$ cat config.mk
export PLATFORM = sky130hd
export DESIGN_NAME = execute_cycle
export DESIGN_NICKNAME = d
export VERILOG_FILES = /design/src/rtl/riscv_pkg.sv /design/src/rtl/alu.sv /design/src/rtl/execute_cycle.sv
export SDC_FILE = /design/constraint.sdc
export NUM_CORES = 1
export LEC_CHECK = 0
export BUFFER_PORTS_ARGS = -buffer_cell sky130_fd_sc_hd__buf_4
export CAP_MARGIN = 25
export CORE_MARGIN = 3
export CORE_UTILIZATION = 35
export DETAILED_ROUTE_END_ITERATION = 10
export HOLD_SLACK_MARGIN = 0.08
export SYNTH_ARGS = -nofsm -noshare
export SYNTH_HDL_FRONTEND = slang
export SYNTH_HIERARCHICAL = 1
export SYNTH_SLANG_ARGS = --single-unit
$ cat constraint.sdc
create_clock -name clk -period 6.85 [get_ports clk]
set_input_delay 1.37 -clock clk [delete_from_list [all_inputs] [get_ports clk]]
set_output_delay 1.37 -clock clk [all_outputs]
set_load 0.01 [all_outputs]
$ cat src/rtl/riscv_pkg.sv
// Shared constants for the execute stage: ALU opcodes and forwarding-select encodings.
package riscv_pkg;

  localparam logic [2:0] ALU_ADD = 3'b000;
  localparam logic [2:0] ALU_SUB = 3'b001;
  localparam logic [2:0] ALU_AND = 3'b010;
  localparam logic [2:0] ALU_OR  = 3'b011;
  localparam logic [2:0] ALU_SLT = 3'b101;

  // Code 11 is unused by the hazard unit and falls back to the register-file operand.
  localparam logic [1:0] FWD_RF  = 2'b00;
  localparam logic [1:0] FWD_WB  = 2'b01;
  localparam logic [1:0] FWD_MEM = 2'b10;

endpackage

$ cat src/rtl/alu.sv
// Combinational ALU: add, sub, and, or, signed slt; all other codes give zero.
module alu
  import riscv_pkg::*;
#(
  parameter int DATA_W = 32
) (
  input  logic [DATA_W-1:0] A,
  input  logic [DATA_W-1:0] B,
  input  logic [2:0]        ALUControl,
  output logic [DATA_W-1:0] Result,
  output logic              Zero
);

  always_comb begin
    Result = '0;
    case (ALUControl)
      ALU_ADD: Result = A + B;
      ALU_SUB: Result = A - B;
      ALU_AND: Result = A & B;
      ALU_OR:  Result = A | B;
      ALU_SLT: Result = {{(DATA_W-1){1'b0}}, ($signed(A) < $signed(B))};
      default: Result = '0;
    endcase
  end

  assign Zero = (Result == '0);

endmodule

$ cat src/rtl/execute_cycle.sv
// Execute stage: operand forwarding, ALU, branch decision and the E->M pipeline register.
module execute_cycle
  import riscv_pkg::*;
#(
  parameter int DATA_W = 32
) (
  input  logic              clk,
  input  logic              rst,
  input  logic              RegWriteE,
  input  logic              ALUSrcE,
  input  logic              MemWriteE,
  input  logic              ResultSrcE,
  input  logic              BranchE,
  input  logic [2:0]        ALUControlE,
  input  logic [DATA_W-1:0] RD1_E,
  input  logic [DATA_W-1:0] RD2_E,
  input  logic [DATA_W-1:0] Imm_Ext_E,
  input  logic [DATA_W-1:0] PCE,
  input  logic [DATA_W-1:0] PCPlus4E,
  input  logic [4:0]        RD_E,
  input  logic [DATA_W-1:0] ResultW,
  input  logic [1:0]        ForwardA_E,
  input  logic [1:0]        ForwardB_E,
  output logic              PCSrcE,
  output logic [DATA_W-1:0] PCTargetE,
  output logic              RegWriteM,
  output logic              MemWriteM,
  output logic              ResultSrcM,
  output logic [4:0]        RD_M,
  output logic [DATA_W-1:0] ALUResultM,
  output logic [DATA_W-1:0] WriteDataM,
  output logic [DATA_W-1:0] PCPlus4M
);

  logic [DATA_W-1:0] src_a;
  logic [DATA_W-1:0] fwd_b;
  logic [DATA_W-1:0] src_b;
  logic [DATA_W-1:0] alu_result;
  logic              zero_e;

  logic              reg_write_d,  reg_write_q;
  logic              mem_write_d,  mem_write_q;
  logic              result_src_d, result_src_q;
  logic [4:0]        rd_d,         rd_q;
  logic [DATA_W-1:0] alu_result_d, alu_result_q;
  logic [DATA_W-1:0] write_data_d, write_data_q;
  logic [DATA_W-1:0] pc_plus4_d,   pc_plus4_q;

  // FWD_MEM uses the registered value, i.e. the result of the previous instruction.
  always_comb begin
    src_a = RD1_E;
    case (ForwardA_E)
      FWD_WB:  src_a = ResultW;
      FWD_MEM: src_a = alu_result_q;
      default: src_a = RD1_E;
    endcase

    fwd_b = RD2_E;
    case (ForwardB_E)
      FWD_WB:  fwd_b = ResultW;
      FWD_MEM: fwd_b = alu_result_q;
      default: fwd_b = RD2_E;
    endcase

    src_b = ALUSrcE ? Imm_Ext_E : fwd_b;
  end

  alu #(
    .DATA_W(DATA_W)
  ) u_alu (
    .A          (src_a),
    .B          (src_b),
    .ALUControl (ALUControlE),
    .Result     (alu_result),
    .Zero       (zero_e)
  );

  assign PCSrcE    = BranchE & zero_e;
  assign PCTargetE = PCE + Imm_Ext_E;

  // Stores take the forwarded register value, never the immediate.
  always_comb begin
    reg_write_d  = RegWriteE;
    mem_write_d  = MemWriteE;
    result_src_d = ResultSrcE;
    rd_d         = RD_E;
    alu_result_d = alu_result;
    write_data_d = fwd_b;
    pc_plus4_d   = PCPlus4E;
  end

  always_ff @(posedge clk or negedge rst) begin
    if (!rst) begin
      reg_write_q  <= 1'b0;
      mem_write_q  <= 1'b0;
      result_src_q <= 1'b0;
      rd_q         <= '0;
      alu_result_q <= '0;
      write_data_q <= '0;
      pc_plus4_q   <= '0;
    end else begin
      reg_write_q  <= reg_write_d;
      mem_write_q  <= mem_write_d;
      result_src_q <= result_src_d;
      rd_q         <= rd_d;
      alu_result_q <= alu_result_d;
      write_data_q <= write_data_d;
      pc_plus4_q   <= pc_plus4_d;
    end
  end

  assign RegWriteM  = reg_write_q;
  assign MemWriteM  = mem_write_q;
  assign ResultSrcM = result_src_q;
  assign RD_M       = rd_q;
  assign ALUResultM = alu_result_q;
  assign WriteDataM = write_data_q;
  assign PCPlus4M   = pc_plus4_q;

endmodule
Yosys cells after proc, flatten, opt, wreduce, memory -nomap -nowiden
Index checks and enable logic that the tools add are counted.

storage, ports and cells
  output and inout port bits = 137
  memories = 0
  register bits after elaboration = 104
  word-level logic and storage cells = 28
  input port bits = 211
  ROM bits = 0
  latch bits = 0
  RAM bits = 0

operators by class
  $lt $le $gt $ge = 1
  equal/unequal tests = 8
  multipliers = 0
  reduce and logical (&&, ||, !) cells = 2
  divide/modulo/power cells = 0
  shift operators = 0
  add/subtract/negate cells = 3
  bitwise gates (word level) = 3
  mux-type cells = 4

operator list
  operator                                                               count
  32-bit case mux with 5 select lines                                    1
  32-bit case mux with 2 select lines                                    2
  32-bit adder                                                           2
  32-bit AND                                                             1
  32-bit logical NOT                                                     1
  32-bit less-than comparator                                            1
  32-bit 2-to-1 mux                                                      1
  32-bit bitwise OR                                                      1
  32-bit subtractor                                                      1
  3-bit by 2-bit equality test with 1-bit output, second input constant  2
  2-bit by 1-bit equality test with 1-bit output, second input constant  2
  2-bit equality test, second input constant                             2
  3-bit by 1-bit equality test with 1-bit output, second input constant  1
  3-bit equality test, second input constant                             1
  3-bit logical NOT                                                      1
  1-bit AND                                                              1

Logic depth before layout (Yosys ltp)
Gate-level depths: netlist of the first run.

  depth after elaboration = 7
  gate-level depth with buffers = 22
  gate-level depth less buffers = 20

Cells and area by module
Netlist of the first run, hierarchy kept.

by module, submodules not included
  module         times used  sequential area each (µm²)  area each (µm²)  cells an instance
  execute_cycle  1           2602.5                      5919.4           613
  alu            1           0.0                         5365.1           818

Worst setup path before layout of the first run
No wires, ideal clock.

  path kind = input -> output
  start point = input port ForwardB_E[0]
  end point = output port PCSrcE
  setup slack = -0.017 ns
  path buffers = 3
  data arrival time = 5.497 ns
  data required time = 5.480 ns
  stages = 21
  path through = inv_1 -> ha_1 -> clkbuf_1 -> clkbuf_1 -> o21ai_0 -> mux2_2 -> inv_1 -> ha_1 -> clkbuf_1 -> or4_1 -> nand3b_1 -> a211oi_2 -> nor4_1 -> nor2_2 -> nand2_1 -> a221oi_1 -> a21o_1 -> or4b_1 -> nor4_1 -> and4bb_1 -> and2_1

on the way
  cells in the longest elaborated chain, start to end = 7
  elaborated cells on any way between the ends = 12
  those cells by class = 2 x add/sub; 1 x order compare; 2 x eq/ne; 3 x mux; 3 x bitwise; 1 x reduce/logical

RTL lines
  what                                                                                          RTL line             text
  from (decl)                                                                                   execute_cycle.sv:23  input logic [1:0] ForwardB_E,
  2-bit equality test / 2-bit by 1-bit equality test with 1-bit output (equally long branches)  execute_cycle.sv:59  case (ForwardB_E)
  32-bit case mux with 2 select lines *                                                         execute_cycle.sv:59
  via fwd_b[8]                                                                                  execute_cycle.sv:36  logic [DATA_W-1:0] fwd_b;
  32-bit 2-to-1 mux *                                                                           execute_cycle.sv:65  src_b = ALUSrcE ? Imm_Ext_E : fwd_b;
  via src_b[8]                                                                                  execute_cycle.sv:37  logic [DATA_W-1:0] src_b;
  32-bit subtractor, or another cell as far along                                               alu.sv:18            ALU_SUB: Result = A - B;
  32-bit case mux with 5 select lines *                                                         alu.sv:16            case (ALUControl)
  32-bit logical NOT *                                                                          alu.sv:26            assign Zero = (Result == '0);
  via zero_e                                                                                    execute_cycle.sv:39  logic zero_e;
  1-bit AND *                                                                                   execute_cycle.sv:78  assign PCSrcE = BranchE & zero_e;
  to (decl)                                                                                     execute_cycle.sv:24  output logic PCSrcE,

Mark *: on every way through the listed nets, which the timed path passes. The rest lies on a longest branch.

Worst setup path after layout of the first run
  start point = input port ForwardB_E[1]
  end point = output port PCSrcE

on the way
  cells in the longest elaborated chain, start to end = 7
  elaborated cells on any way between the ends = 12
  those cells by class = 2 x add/sub; 1 x order compare; 2 x eq/ne; 3 x mux; 3 x bitwise; 1 x reduce/logical

RTL lines
  what                                                                                          RTL line              text
  2-bit equality test / 2-bit by 1-bit equality test with 1-bit output (equally long branches)  execute_cycle.sv:59
  32-bit case mux with 2 select lines *                                                         execute_cycle.sv:59
  via fwd_b[0]                                                                                  execute_cycle.sv:36
  32-bit 2-to-1 mux *                                                                           execute_cycle.sv:65
  via src_b[0]                                                                                  execute_cycle.sv:37
  32-bit subtractor / 32-bit adder (equally long branches)                                      alu.sv:18, alu.sv:17
  32-bit case mux with 5 select lines *                                                         alu.sv:16
  via alu_result[16]                                                                            execute_cycle.sv:38   logic [DATA_W-1:0] alu_result;
  32-bit logical NOT *                                                                          alu.sv:26
  via zero_e                                                                                    execute_cycle.sv:39
  1-bit AND *                                                                                   execute_cycle.sv:78

Marked as above.

==> metrics.md, run 1 <==
| Metric | Value |
|---|---|
| First drt pass iteration count | `6` |
| Die area | `0.0344 sq mm` |
| Final Wtd Congestion | `between 0.9 and 1` |
| Total vias in the final route | `13800` |
| Worst R2R Path Depth | `21` |
| Sequential Power Share | `0.204` |
| Internal | `approximately 0.0022 W` |
| Synth warn | `6` |
| CORE AREA | `between 0.03 and 0.04 sq mm` |
| GR Util met1 | `0.386` |
| Final net count | `2438` |
| Sequential element share of the synthesized area | `0.231` |
| Initial antenna violation count | `3` |
| Area of the multi-input gates | `just under 0.009 sq mm` |
| Flop-to-flop setup slack | `2600 ps` |
| Fin. Hold Viols | `0` |
| Area leader, netlist | `dfrtp_1` |
| Yosys top cell area share | `0.231` |
| FILL cells | `about 2900` |
| Met3 usage | `0.0448` |
| Critical R2R Launch | `ALUResultM[0]` |
| Final setup skew | `around 6.8 ps` |
| Mean post-synth cell area | `7.89 sq um` |
| Ports | `approximately 350` |
| Slew @ Worst Pin | `838 ps` |
| Netlist cell types | `between 80 and 90` |
| Critical path class | `in2out` |
| Root Driver | `clkbuf_16` |
| Combinational cell fraction of total power | `0.624` |
| Dpl hpwl | `43600 um` |
| IO buf count | `347` |
| Routed WL | `~53000 um` |
| Mapped Area | `around 0.011 sq mm` |
| Share of post-route cells with drive strength above 1 | `0.445` |
| Worst VDD drop | `about 0.00014 V` |
| Synth area leaders | `dfrtp_1 23%, ha_1 16%, o21ai_0 5.3%` |
| Die Ht | `186 um` |
| Layout area overhead | `62.2%` |
| Starting density of the core | `0.357` |
| EDFF count, synth | `0` |
| Iteration-0 DRC Markers | `1283` |
| Post-Layout Cell Count | `2492` |
| Hold_sp | `ALUResultM[20]` |
| Die W | `between 150 and 200 um` |
| Largest net degree at the start of global routing | `63` |
| Clock power share | `0.173` |
| Crit end category | `primary output` |
| Global-route wire length before repair | `about 76000 um` |
| Hold Path Class | `reg2reg` |
| Worst Path Max Fanout | `7` |
| Worst-path clk slew | `70 ps` |
| GRT overflow | `0` |
| Vias/cell | `5.54` |
| Slew headroom | `0.441` |
| Flops & latches, synth | `104` |
| Final Cycle Share | `1.06` |
| Failing checks | `negative setup slack` |
| Type of origin of the critical path | `input port` |
| Pwr Density | `~200 mW/mm^2` |
| Post-DRT Antenna Nets | `0` |
| Fmax achieved | `138 MHz` |
| Synthesized instance count | `1431` |
| Final total power | `about 0.0036 W` |
| Routed len/inst | `approximately 21 um` |
| Seq. cell area | `around 0.0026 sq mm` |
| Worst EP arrival | `slightly below 6000 ps` |
| DRC | `0` |
| Status | `finished with violations` |
| Worst Path Required | `around 5500 ps` |
| Max Root-Sink Buffers | `2` |
| Sw Pwr | `0.00145 W` |
| Post-route setup slack | `-415 ps` |
| Cts bufs inserted | `9` |
| R2R Path End | `ALUResultM[30]` |
| Syn_nets | `around 1800` |
| Met2 usage | `0.487` |
| GRT Total Usage | `0.288` |
| Worst Hold Depth | `2` |
| Vias in the first global route | `~13000` |
| Leak pwr | `9.03 nW` |
| Dpl cells | `2444` |
| Switching share of power | `0.401` |
| Post-synth ARST share | `1.00` |
| Sink Count | `between 100 and 150` |
| Min Tclk post-route | `7260 ps` |
| Max-Cap Viols | `0` |
| Ys flop type | `dfrtp_1` |
| Endpoints failing setup | `1` |
| CTS tree | `yes` |
| GRT busiest layer | `met2` |
| RSZ-0062 raised after global routing | `yes` |
| Rows | `65` |
| Final Max Tran Viols | `0` |
| Clock latency on the worst-skew pair | `370 ps` |
| CTS H-tree lvls | `3` |
| Worst Hold Path EP | `WriteDataM[20]` |
-- kinds of logic after synthesis --
family / Yosys count / synth area share
muxes: 37 / 0.0376
AOI/OAI and AO/OA: 507 / 0.301
DFF: 104 / 0.231
xor gates and xnor gates: 52 / 0.0404
adders and majority gates: 145 / 0.163
and+or+nand+nor: 399 / 0.163
buffers and inverters: 187 / 0.0654
-- layout by cell type (no fill, tap or decap), types with 16 or more instances in the layout --
master	n
dfrtp_1	104
mux2_2	17
o21ai_1	30
ha_4	16
o21ai_0	70
xnor2_1	38
o211ai_1	22
a21oi_1	98
buf_4	694
o21ai_2	25
mux2_4	16
a22oi_2	19
a21o_1	32
ha_1	120
nand2_1	144
nor2_1	109
a22oi_1	48
inv_1	93
nand3_1	32
-- worst max path at each step --
stage	startpoint	to	slack (ps)	depth (start not counted)
floorplan	ForwardB_E[0]	PCSrcE	3	20
global placement	ForwardB_E[0]	PCSrcE	-910	23
detailed placement	ForwardB_E[1]	PCSrcE	-1000	23
CTS	ForwardB_E[1]	PCSrcE	-440	25
global route	ForwardB_E[1]	PCSrcE	-550	24
finish	ForwardB_E[1]	PCSrcE	-410	25
-- timing repair --
action / in CTS / in global routing
hold buffers: 0 / 0
resized for setup: 128 / 130
pin swaps: 19 / 49
setup buffers: 8 / 17
endpoints found under the hold margin: 0 / 0
endpoints found under the setup margin: 1 / 1
gates cloned: 1 / 3
-- flip-flops by register name (all words and copies together) (netlist names) --
register	flops
ALUResultM	32
WriteDataM	32
MemWriteM	1
RD_M	5
PCPlus4M	32
RegWriteM	1
ResultSrcM	1
-- power by group through the flow --
stage | combinational (W) | clock, W | sequential [W]
2_1_floorplan | 0.000931 | 0 | 0.000761
3_3_place_gp | 0.00199 | 0 | 0.000746
3_5_place_dp | 0.00200 | 0 | 0.000746
4_1_cts | 0.00211 | 0.000634 | 0.000736
5_1_grt | 0.00242 | 0.000658 | 0.000746
6_report | 0.00226 | 0.000626 | 0.000739
-- per-stage QoR --
step / instance area [sq um] / TNS (ps) / hold WS, ps / worst slack, ps / utilization
6_report: 18300 / -415 / 697 / -415 / 0.578
5_1_grt: 18300 / -547 / 748 / -547 / 0.578
4_1_cts: 17600 / -437 / 716 / -437 / 0.556
3_5_place_dp: 16700 / -1000 / 697 / -1000 / 0.527
3_3_place_gp: 16700 / -906 / 676 / -906 / 0.527
2_1_floorplan: 11300 / 0 / 685 / 3.18 / -
-- per-layer routing --
| layer | wire length (um) | vias up |
|---|---|---|
| li1 | - | 6502 |
| met1 | 22400 | 6601 |
| met2 | 25600 | 625 |
| met3 | 4300 | 73 |
| met4 | 1110 | 2 |
| met5 | 13 | - |
-- synthesized netlist by cell type, drive strengths merged, types with 4 or more instances --
| library cell | instances |
|---|---|
| clkbuf | 56 |
| nand3b | 4 |
| a211o | 6 |
| nor4 | 10 |
| nor2 | 113 |
| buf | 26 |
| mux2 | 33 |
| a2111oi | 8 |
| o2111ai | 5 |
| o21ai | 127 |
| a311oi | 4 |
| o211ai | 22 |
| a31o | 4 |
| dfrtp | 104 |
| nor2b | 16 |
| o31a | 5 |
| nand4 | 14 |
| nand3 | 33 |
| or4 | 6 |
| or3 | 6 |
| o21a | 7 |
| or2 | 5 |
| a22o | 4 |
| a221o | 4 |
| xor2 | 14 |
| a22oi | 67 |
| a211oi | 24 |
| inv | 105 |
| o21bai | 10 |
| ha | 142 |
| a21o | 37 |
| o22ai | 11 |
| a21oi | 103 |
| nor3 | 14 |
| xnor2 | 38 |
| a221oi | 7 |
| nand2b | 6 |
| nand2 | 145 |
| o31ai | 12 |
| and3 | 12 |
| a31oi | 10 |
| and2 | 9 |
-- layout make-up --
cell class	instances	area share
multi-input cells	1140	0.478
clock inverters	5	0.00561
repair buffers	722	0.311
clock buffers	11	0.0138
inverters	105	0.0218
well taps	402	0.0275
diodes	3	0.000410
flip-flops and latches	104	0.142
-- critical path, cell delays in order --
cell      delay (ps)
buf_8            100
ha_4             300
buf_6            150
nand2_2           70
o21ai_2           50
mux2_4           310
buf_6            130
ha_4             160
fa_2             390
nor2_4           130
o311ai_4         150
buf_6            150
a211oi_2         230
buf_4            150
o211ai_1         150
o211ai_1         170
xor2_1           200
o22ai_2          160
nor4b_4          220
buf_4            160
nand4_1          160
nor4_4           300
and4bb_1         260
and2_4           150
buf_6             90
Power figures use the tool's default switching activity.
==> run 2, diff against run 1 <==
--- a/config.mk
+++ b/config.mk
@@ -7,10 +7,13 @@
 export LEC_CHECK = 0
 export BUFFER_PORTS_ARGS = -buffer_cell sky130_fd_sc_hd__buf_4
 export CAP_MARGIN = 25
+export CELL_PAD_IN_SITES_DETAIL_PLACEMENT = 0
+export CELL_PAD_IN_SITES_GLOBAL_PLACEMENT = 1
 export CORE_MARGIN = 3
 export CORE_UTILIZATION = 35
 export DETAILED_ROUTE_END_ITERATION = 10
 export HOLD_SLACK_MARGIN = 0.08
+export PLACE_DENSITY_LB_ADDON = 0.1
 export SYNTH_ARGS = -nofsm -noshare
 export SYNTH_HDL_FRONTEND = slang
 export SYNTH_HIERARCHICAL = 1
==> run 2 against run 1 <==
  * First-iteration DRC count is 12% lower
  * Maximum frequency is 0.74% lower
  * Flip-flop and latch count unchanged
  * Core utilization is 0.79 points higher
  * Routed wire length is 5.2% higher
  * Register-to-register slack worse by 2000 ps
  * The run still ends with negative setup slack left
  * Clock skew decreased by 1.1 ps
  * Design area grew 1.4%
  * Critical endpoint unchanged
  * Clock power shrank 17%
  * Die area did not move
  * Largest cell class unchanged
==> metrics.md, run 2 (same netlist as run 1, synthesis figures left out) <==
| Metric | Value |
|---|---|
| Min Tclk post-route | `between 7000 and 8000 ps` |
| Pwr Density | `~190 mW/mm^2` |
| Vias/cell | `5.48` |
| Layout area overhead | `64.4%` |
| Initial antenna violation count | `5` |
| Crit end category | `primary output` |
| Leak pwr | `slightly above 9 nW` |
| Final setup skew | `around 5.7 ps` |
| Hold slack | `a little under 700 ps` |
| Share of post-route cells with drive strength above 1 | `0.451` |
| Die W | `approximately 190 um` |
| Post-route setup slack | `-469 ps` |
| Endpoints failing setup | `2` |
| Die Ht | `~190 um` |
| Biggest cell delay along the critical path | `550 ps` |
| Total vias in the final route | `~14000` |
| Final Wtd Congestion | `0.989` |
| Post-Layout Cell Count | `roughly 2500` |
| IO buf count | `approximately 350` |
| First drt pass iteration count | `5` |
| Hold Path Class | `reg2reg` |
| Worst-path clk slew | `about 70 ps` |
| Failing checks | `negative setup slack` |
| RSZ-0062 raised after global routing | `yes` |
| Vias in the first global route | `13300` |
| Final Max Tran Viols | `0` |
| GRT overflow | `0` |
| Critical Path, Cell by Cell | `buf_8 > inv_4 > ha_4 > buf_12 > a22oi_2 > o21ai_1 > mux2_4 > buf_4 > ha_1 > a21o_1 > a211oi_4 > buf_4 > o2111ai_4 > a31oi_4 > or3_1 > o211ai_1 > o21a_1 > a2111o_1 > or4b_4 > nor4_4 > and4bb_1 > and2_4 > buf_6` |
| Type of origin of the critical path | `input port` |
| Crit-path slowest cell | `or4b_4` |
| CTS tree | `yes` |
| Met3 Wirelength | `4310 um` |
| CORE AREA | `approximately 0.032 sq mm` |
| Starting density of the core | `0.357` |
| Rows | `65` |
| Post-DRT Antenna Nets | `0` |
| Fmax achieved | `~140 MHz` |
| Commonest non-fill, non-tap cell in the layout | `buf_4` |
| Dpl hpwl | `between 40000 and 50000 um` |
| Final net count | `about 2500` |
| CP startpoint | `ForwardB_E[1]` |
| CTS H-tree lvls | `3` |
| Sink Count | `between 100 and 150` |
| Top routing layer used | `met4` |
| Final Cycle Share | `1.07` |
| Area of the multi-input gates | `just under 0.009 sq mm` |
| Metal-1 WL | `about 24000 um` |
| Fin. Hold Viols | `0` |
| Routed len/inst | `22.3 um` |
| Worst EP arrival | `slightly below 6000 ps` |
| Routed WL | `around 56000 um` |
| Worst Path Required | `5480 ps` |
| Most used cell, CP | `buf_4` |
| GRT Total Usage | `0.308` |
| Iteration-0 DRC Markers | `about 1100` |
| Hold_sp | `ALUResultM[20]` |
| Worst Path Max Fanout | `8` |
| Dpl cells | `between 2000 and 2500` |
| Cts bufs inserted | `9` |
| Max-Cap Viols | `0` |
| Root Driver | `clkbuf_16` |
| CTS Hold Buffers Added | `0` |
| Commonest cells after routing, fill and taps aside | `713 x buf_4, 140 x nand2_1, 115 x ha_1, 107 x nor2_1, 104 x dfrtp_1` |
| Final total power | `approximately 0.0036 W` |
| Critical path class | `in2out` |
| Slew @ Worst Pin | `between 800 and 900 ps` |
| Clock latency on the worst-skew pair | `380 ps` |
| Slew headroom | `0.444` |
| Critical R2R Launch | `ALUResultM[10]` |
| Met2 Routed Length | `around 26000 um` |
| Ports | `approximately 350` |
| Seq. cell area | `approximately 0.0026 sq mm` |
| Max Root-Sink Buffers | `2` |
| Global-route wire length before repair | `roughly 80000 um` |
| FILL cells | `slightly below 3000` |
| Worst VDD drop | `approximately 0.00014 V` |
| Status | `finished with violations` |
| DRC | `0` |
| Largest net degree at the start of global routing | `55` |
| Die area | `0.0344 sq mm` |
run 2: cell count changes in the layout (fill, tap and decap cells not counted), moves of 4 or more:
cell | previous run | this run
ha_1 | 120 | 115
o21ai_2 | 25 | 12
clkinv_4 | 0 | 5
buf_4 | 694 | 713
nand2_1 | 144 | 140
a22oi_2 | 19 | 12
o21ai_1 | 30 | 36
o21ai_0 | 70 | 78
a22oi_1 | 48 | 55
buf_6 | 11 | 20
ha_4 | 16 | 20
run 2: worst paths after layout:
kind	end	slack (ps)	cells past startpoint
min in group asynchronous	RD_M[0]	1000	1
hold reg to reg	WriteDataM[20]	690	2
setup reg to reg	WriteDataM[10]	600	47
hold / removal	WriteDataM[20]	690	2
max in group asynchronous	ALUResultM[8]	4620	2
setup / recovery	PCSrcE	-470	23
run 2: per-layer routing:
metal / GRT usage / vias to the layer above
met5: 0 / -
met2: 0.509 / 600
li1: - / 6537
met4: 0.105 / 0
met3: 0.0549 / 88
met1: 0.406 / 6589
run 2: stage by stage:
stage	TNS (ps)	cell area (sq um)	setup slack [ps]	utilization
after floorplan	0	11300	3.18	-
after global placement	-880	16600	-880	0.525
after detailed placement	-920	16600	-920	0.525
after CTS	-613	18000	-365	0.570
after global routing	-957	18500	-592	0.586
final	-772	18500	-469	0.586
run 2: what timing repair did:
item / in CTS / in global routing
setup endpoints to repair: 1 / 2
buffers inserted: 60 / 9
gates resized for setup: 158 / 95
endpoints found under the hold margin: 0 / 0
gates cloned: 1 / 3
pin swaps: 43 / 37
run 2: report_power, final:
group / total, W / switching, W / internal (W)
clock network: 0.000518 / 0.000267 / 0.000251
registers: 0.000738 / 0.0000569 / 0.000681
logic: 0.00236 / 0.00120 / 0.00116
run 2: area by class of cell:
cell class                      count  share of cell area
Tap cell                          402              0.0271
Antenna cell                        5            0.000675
Sequential cell                   104               0.140
Timing Repair Buffer              749               0.318
Clock buffer                        9              0.0121
Clock inverter                      7             0.00310
Inverter                          105              0.0217
Multi-Input combinational cell   1140               0.477
run 2: critical path, delay by kind of cell:
kind,cells,cell delay (ps)
buffers and inverters,6,700
AO/OA/AOI/OAI,9,1880
adder cells (fa/ha/maj),2,350
AND/OR/NAND/NOR,5,1330
multiplexers,1,320
